**config.mk**
```make
export PLATFORM = sky130hd
export DESIGN_NAME = crash_course_cpu_io_bridge
export DESIGN_NICKNAME = d
export VERILOG_FILES = /design/src/rtl/crash_course_cpu_io_bridge.sv
export SDC_FILE = /design/constraint.sdc
export NUM_CORES = 1
export LEC_CHECK = 0
export BUFFER_PORTS_ARGS = -buffer_cell sky130_fd_sc_hd__buf_2
export CAP_MARGIN = 30
export CORE_MARGIN = 10
export CORE_UTILIZATION = 40
export CTS_CLUSTER_DIAMETER = 80
export CTS_CLUSTER_SIZE = 14
export DETAILED_ROUTE_END_ITERATION = 8
export SKIP_LAST_GASP = 1
export SYNTH_ARGS = -nofsm -noshare
export SYNTH_HDL_FRONTEND = slang
export SYNTH_SLANG_ARGS = --single-unit
```
**constraint.sdc**
```tcl
create_clock -name clk -period 3.1 [get_ports clk]
set_clock_uncertainty 0.05 [all_clocks]
set_input_delay 0.155 -clock clk [delete_from_list [all_inputs] [get_ports clk]]
set_output_delay 0.155 -clock clk [all_outputs]
set_load 0.03 [all_outputs]
```
**src/rtl/crash_course_cpu_io_bridge.sv**
```systemverilog
// CPU IO window bridge: CPU stores to the IO window are queued in a small TX FIFO
// for an external byte stream, and an inbound byte stream fills the IO byte registers.
module crash_course_cpu_io_bridge #(
  parameter int TX_DEPTH = 4
) (
  input  logic             clk,
  input  logic             sync_rst,
  input  logic             clk_en,
  input  logic             system_enabled,
  input  logic [15:0][7:0] io_out,
  input  logic             io_write_en,
  input  logic [3:0]       io_write_index,
  input  logic             io_read_en,
  input  logic [3:0]       io_read_index,
  output logic [15:0][7:0] io_in,
  output logic [15:0]      rx_pending,
  output logic             tx_valid,
  input  logic             tx_ready,
  output logic [7:0]       tx_data,
  output logic [3:0]       tx_index,
  input  logic             rx_valid,
  output logic             rx_ready,
  input  logic [7:0]       rx_data,
  input  logic [3:0]       rx_index,
  output logic             tx_overflow,
  input  logic             tx_overflow_clr
);

  localparam int PTR_W = $clog2(TX_DEPTH);
  localparam int CNT_W = $clog2(TX_DEPTH) + 1;
  localparam logic [CNT_W-1:0] DEPTH_C = CNT_W'(TX_DEPTH);

  logic [11:0]      mem_q [TX_DEPTH];
  logic [PTR_W-1:0] wr_ptr_q, wr_ptr_d;
  logic [PTR_W-1:0] rd_ptr_q, rd_ptr_d;
  logic [CNT_W-1:0] cnt_q, cnt_d;
  logic             ovf_q, ovf_d;
  logic [15:0][7:0] io_in_q, io_in_d;
  logic [15:0]      pend_q, pend_d;

  logic step, push_req, full, pop, push, ovf_set;
  logic rx_read_hit, rx_hs;

  assign step     = clk_en && system_enabled;
  assign push_req = step && io_write_en;
  assign full     = (cnt_q == DEPTH_C);

  // TX side: head is presented whenever the FIFO holds data, regardless of tx_ready.
  always_comb begin
    tx_valid = (cnt_q != '0) && !sync_rst;
    tx_index = '0;
    tx_data  = '0;
    if (tx_valid) begin
      {tx_index, tx_data} = mem_q[rd_ptr_q];
    end
  end

  assign pop     = step && tx_valid && tx_ready;
  assign push    = push_req && (!full || pop);
  assign ovf_set = push_req && full && !pop;

  always_comb begin
    wr_ptr_d = wr_ptr_q;
    rd_ptr_d = rd_ptr_q;
    cnt_d    = cnt_q;
    ovf_d    = ovf_q;
    if (push) begin
      wr_ptr_d = wr_ptr_q + PTR_W'(1);
    end
    if (pop) begin
      rd_ptr_d = rd_ptr_q + PTR_W'(1);
    end
    if (push && !pop) begin
      cnt_d = cnt_q + CNT_W'(1);
    end else if (pop && !push) begin
      cnt_d = cnt_q - CNT_W'(1);
    end
    // A fresh overflow outranks a clear request in the same cycle.
    if (ovf_set) begin
      ovf_d = 1'b1;
    end else if (step && tx_overflow_clr) begin
      ovf_d = 1'b0;
    end
  end

  // RX side: a pending byte blocks a new receive unless the CPU loads it this cycle.
  assign rx_read_hit = io_read_en && (io_read_index == rx_index);
  assign rx_ready    = step && !sync_rst && !(pend_q[rx_index] && !rx_read_hit);
  assign rx_hs       = rx_valid && rx_ready;

  always_comb begin
    io_in_d = io_in_q;
    pend_d  = pend_q;
    if (step && io_read_en) begin
      pend_d[io_read_index] = 1'b0;
    end
    if (rx_hs) begin
      io_in_d[rx_index] = rx_data;
      pend_d[rx_index]  = 1'b1;
    end
  end

  always_ff @(posedge clk) begin
    if (sync_rst) begin
      wr_ptr_q <= '0;
      rd_ptr_q <= '0;
      cnt_q    <= '0;
      ovf_q    <= 1'b0;
      io_in_q  <= '0;
      pend_q   <= '0;
    end else begin
      wr_ptr_q <= wr_ptr_d;
      rd_ptr_q <= rd_ptr_d;
      cnt_q    <= cnt_d;
      ovf_q    <= ovf_d;
      io_in_q  <= io_in_d;
      pend_q   <= pend_d;
    end
  end

  // FIFO storage is data only; stale entries are unreachable once the pointers reset.
  always_ff @(posedge clk) begin
    if (push) begin
      mem_q[wr_ptr_q] <= {io_write_index, io_out[io_write_index]};
    end
  end

  assign io_in       = io_in_q;
  assign rx_pending  = pend_q;
  assign tx_overflow = ovf_q;

endmodule

```
-- Yosys cells after proc, flatten, opt, wreduce, memory -nomap -nowiden
Memories as Yosys holds them, arrays and structs flattened. A register that Yosys moved wholly into a read port is not among the register bits.
Index checks and enable logic that the tools add are counted.
- bits in registers: 152
- RAM bits: 48
- input bits: 157
- output and inout bits: 159
- logic and storage cells: 88
- memories: 1
- memories (memory ; depth ; bits a word ; read ports ; clocked after Yosys merged registers in ; wr ports ; RTL line ; text):
    mem_q ; 4 ; 12 ; 1 ; 1 ; 1 ; 33 ; logic [11:0] mem_q [TX_DEPTH];
- $add $sub $neg: 4
- $lt $le $gt $ge: 5
- equal/unequal tests: 2
- multiplexer cells: 23
- bitwise operators: 3
- reductions and logical operators: 29
- operators with widths (kind ; number):
    $bwmux 128 ; 1
    $bmux 8 s4 ; 1
    $demux 8 s4 ; 1
    $mux 16 ; 2
    $mux 8 ; 3
    $logic_and 1x1->1 ; 19
    $and 16x16->16 ; 1
    $not 16->16 ; 1
    $or 16x16->16 ; 1
    $lt 4x5->1 const B ; 3
    $demux 1 s4 ; 2
    $ge 4x1->1 const B ; 2
    $mux 1 ; 7
    $logic_not 1->1 ; 6
    $mux 3 ; 2
    $add 2x1->2 const B ; 2
    $bmux 1 s4 ; 1
    $eq 4x4->1 ; 1
    $mux 2 ; 2
    $mux 4 ; 1
    $reduce_bool 2->1 ; 2
    $add 3x1->3 const B ; 1
    $eq 3x3->1 const B ; 1
    $reduce_bool 3->1 ; 1
    other kinds (2) ; 2

-- Logic depth before layout (Yosys ltp)
- word-level depth: 10
- gate-level depth with buffers: 9
- depth with buffers taken out: 8

-- Worst setup path after synthesis
No wires, ideal clock.
- path type: input to register
- start point: in sync_rst
- end point: reg cnt_q[2]
- setup time: 71 ps
- data arrival time: 2127 ps
- data required time: 2979 ps
- path slack: 853 ps
- cell stages on the path: 9
- path through: clkbuf_1 > nand2b_1 > a31oi_1 > ha_1 > inv_1 > fa_1 > xor2_1 > or3_1 > a21oi_1
- longest elaborated chain between the ends: 9
- elaborated cells on any way between the ends: 12
- RTL lines (item ; RTL line ; text):
    start, declared ; 7 ; input logic sync_rst,
    $logic_not 1->1 (*) ; 50 ; tx_valid = (cnt_q != '0) && !sync_rst;
    $logic_and 1x1->1 (*) ; 50 ;
    $logic_and 1x1->1 (*) (2 in series) ; 58 ; assign pop = step && tx_valid && tx_ready;
    $logic_or 1x1->1 (*) ; 59 ; assign push = push_req && (!full || pop);
    $logic_and 1x1->1 (*) ; 59 ;
    net push ; 41 ; logic step, push_req, full, pop, push, ovf_set;
    $logic_not 1->1 ; 75 ; end else if (pop && !push) begin
    $logic_and 1x1->1 ; 75 ;
    $reduce_bool 2->1 (no line) ; - ;
    end signal, assigned ; 114 ; cnt_q <= cnt_d;
    end, declared ; 36 ; logic [CNT_W-1:0] cnt_q, cnt_d;
The timed path passes the listed nets; every way through them passes the cells marked *.
A chain may end at the register's enable or synchronous reset.

-- Worst setup path after layout
- start point: reg pend_q[3] (netlist: rx_pending[3])
- end point: out rx_ready
- longest elaborated chain between the ends: 5
- RTL lines (item ; RTL line ; text):
    start, declared ; 39 ; logic [15:0] pend_q, pend_d;
    start signal, assigned ; 117 ; pend_q <= pend_d;
    $bmux 1 s4 ; 88 ; assign rx_ready = step && !sync_rst && !(pend_q[rx_index] && !rx_read_hit);
    $mux 1 (implied by the code) ; 88 ;
    $logic_and 1x1->1 ; 88 ;
    $logic_not 1->1 ; 88 ;
    $logic_and 1x1->1 ; 88 ;
    end, declared ; 22 ; output logic rx_ready,
Every way passes these cells. The select of a mux whose other input is x is not followed.

==> flow_metrics.py <==
metrics = {
    "outcome": {
        "status": "finished, final reports clean",
    },
    "clock_tree": {
        "htree_num_levels": 1,
        "cts_hold_buf": 2,
        "worstSkewPairLatency_ns": 0.49,
        "total_setup_buffers_inserted_after_cts": 0,
        "post_cts_resize_count": 0,
        "numCtsBuffers": 18,
        "clock-sinks": 202,
        "clock_tree_buf_depth": 3,
        "clock-root-buffer": "clkbuf_16",
        "cts.clk_slew.worst_paths_ns": 0.07,
        "clock_tree_from_tritoncts": "built",
    },
    "grt": {
        "grt_antenna_before_repair": 7,
        "global_route.usage.total": 0.247,
        "aggregate_global_routing_overflow": 0,
        "grt_max_degree": 88,
        "grt_first_pass_wirelength_um": 75600,
        "first_global_vias": 12286,
    },
    "sta": {
        "finalWorstPathRequiredPeriod_ns": 2.51,
        "grt_setup_unrepaired": "no",
        "setup-violations-final": 0,
        "achievable-frequency_mhz": 398,
        "maxSlewHeadroom": 0.352,
        "max_slew.worst_pin.slew_ns": 0.970,
        "layout_setup_ws_ns": 0.585,
        "hold_ws_ns": 0.0362,
        "finalHoldViolations": 0,
        "final-max-slew-violation-count": 0,
        "setup-tns-final_ns": 0,
        "post-route-period-util": 0.811,
    },
    "logic_synthesis": {
        "post_synth_inst_count": 1321,
        "synth-edff-count": 48,
        "syn_nets": 1484,
        "synth-seq-cells": 202,
        "netlist_area_um2": 12300,
        "synth_largest_area_cell": "dfxtp_1",
        "postSynthAreaPerCell_um2": 9.27,
        "synth.area.top_cells": "dfxtp_1 25%, edfxtp_1 12%, mux4_2 10%, nand3_1 5.8%, o311ai_0 4.4%",
        "ys_async_sr_fraction": 0,
        "postSynth.topFlopCell": "dfxtp_1",
        "yosysWarningCount": 0,
        "post_synth_num_cell_types": 58,
        "yosysSeqAreaShare": 0.369,
        "post-synth-top-area-fraction": 0.252,
    },
    "detailed_routing": {
        "detail_route.drc_violations": 0,
        "detailedRoute.firstPassIterationCount": 5,
        "antenna_violating_nets_post_route": 0,
        "initialDrtViolationCount": 1190,
        "via_per_inst": 6.30,
        "vias": 12351,
        "routed_length_per_placed_instance_um": 25.5,
        "wl_um": 49900,
    },
    "critical_path": {
        "worstReg2RegStart": "cnt_q[0]",
        "worst_r2r_path_depth": 8,
        "cp.arrival_ns": 2.31,
        "cp-end-kind": "output pin",
        "setup.worst_path.start_class": "register",
        "worst_ep_required_time_ns": 2.89,
        "crit_path_max_fanout": 4,
        "rr_endpoint": "cnt_q[2]",
        "critical_path_class": "reg -> out",
        "timing.reg2reg.setup_slack_ns": 0.86,
    },
    "die": {
        "design.core.area_um2": 30400,
        "die_height_um": 195,
        "num_io_pins": 316,
        "die_span_x_um": 195,
        "rows": 64,
        "floorplan.initialDensity": 0.403,
        "design.die.area_um2": 38000,
    },
    "final_layout": {
        "drive_above_1_share": 0.312,
        "area_delta_synth_final_pct": 20.2,
        "diodes": 0,
        "nets_finish": 1723,
        "final_area_um2": 14700,
        "seq_area_um2": 4520,
        "multi_input_logic_area_um2": 7020,
        "stdcell_count": 1961,
        "fill_cells": 2914,
    },
    "placed_design": {
        "detailedPlacementHpwl_um": 35000,
        "preCtsSetupSlack_ns": 0.755,
        "portBuffers": 315,
        "place_area_um2": 14200,
        "gp_routability_congestion": 0.909,
        "placed_cells": 1934,
    },
    "power_and_ir_drop": {
        "peakVddDrop_v": 0.000345,
        "power.density_nw_per_um2": 401,
        "total_leakage_power_uw": 0.00548,
    },
    "flow_run": {
        "cap_viol_max_count": 0,
    },
    "worst_hold_path": {
        "hold_class": "in -> reg",
        "timing.hold.worst_endpoint": "mem_q[3][11]",
        "hold_path_startpoint": "io_write_index[3]",
        "hold_path_depth": 1,
    },
}
==> Yosys cell counts, types with 21 or more instances <==
library cell,instances
a31oi_1,65
nor2b_1,64
dfxtp_1,154
o311ai_0,61
a21oi_1,73
edfxtp_1,48
o21ai_0,71
clkbuf_1,92
buf_1,21
mux4_2,55
nand2_1,67
o211ai_1,56
and2_1,22
buf_2,38
nand2b_1,76
nand3_1,141
o31a_1,56
==> logic make-up after synthesis <==
| family | synth area share |
|---|---|
| compound gates | 0.231 |
| mux | 0.114 |
| fa+ha+maj | 0.00674 |
| xor+xnor | 0.00837 |
| buf+inv | 0.0604 |
| simple gates | 0.211 |
| flops | 0.369 |
==> power by group <==
part	internal [uW]	switching (uW)	total, uW
combinational	351	620	971
sequential	2770	39.8	2810
clock	1110	1020	2130
==> routing by layer <==
metal,track usage,vias to the layer above,share of wire
met1,0.308,6028,0.39
met3,0.0617,112,0.093
met2,0.407,657,0.48
met5,0,-,0.0012
met4,0.0888,10,0.037
li1,-,5544,-
==> stage by stage <==
step,util,power (uW)
2_1_floorplan,-,3460
3_5_place_dp,0.467,3830
6_report,0.484,5910
4_1_cts,0.484,5940
5_1_grt,0.484,6090
3_3_place_gp,0.467,3820
==> registers in the layout, indices dropped and copies added (netlist names), named ones only <==
signal	cells
cnt_q	3
io_in	128
mem_q	48
rd_ptr_q	2
rx_pending	16
tx_overflow	1
wr_ptr_q	2
==> placed cells by master (no fill, tap or decap), types with 60 or more instances in the layout <==
| master | netlist | layout |
|---|---|---|
| buf_2 | 38 | 313 |
| nand2_1 | 67 | 66 |
| a21oi_1 | 73 | 73 |
| o21ai_0 | 71 | 71 |
| a31oi_1 | 65 | 65 |
| o311ai_0 | 61 | 61 |
| dfxtp_1 | 154 | 154 |
| nand3_1 | 141 | 141 |
| nand2b_1 | 76 | 76 |
| nor2b_1 | 64 | 64 |
| buf_4 | 6 | 60 |
==> critical path, stage by stage (launching register included) <==
cell and delay [ns]:
dfxtp_1 0.37, mux4_1 0.50, mux4_2 0.48, a211oi_2 0.22
buf_2 0.24
==> cell type report <==
cell class	count	share of cell area
inverters	7	0.00178
well taps	396	0.0336
clock inverters	1	0.000595
flip-flops and latches	202	0.307
repair buffers	381	0.146
clock buffers	24	0.0336
multi-input cells	950	0.477
==> worst max-delay path by stage <==
stage / from / endpoint / slack (ns)
final: rx_pending[3] / rx_ready / 0.59
after detailed placement: rx_index[1] / io_in[28] / 0.75
after CTS: rx_pending[11] / rx_ready / 0.60
after global placement: rx_index[1] / io_in[116] / 0.85
after floorplan: sync_rst / cnt_q[2] / 0.85
after global routing: rx_pending[11] / rx_ready / 0.57
No activity file was read; power rests on OpenSTA's default activity.
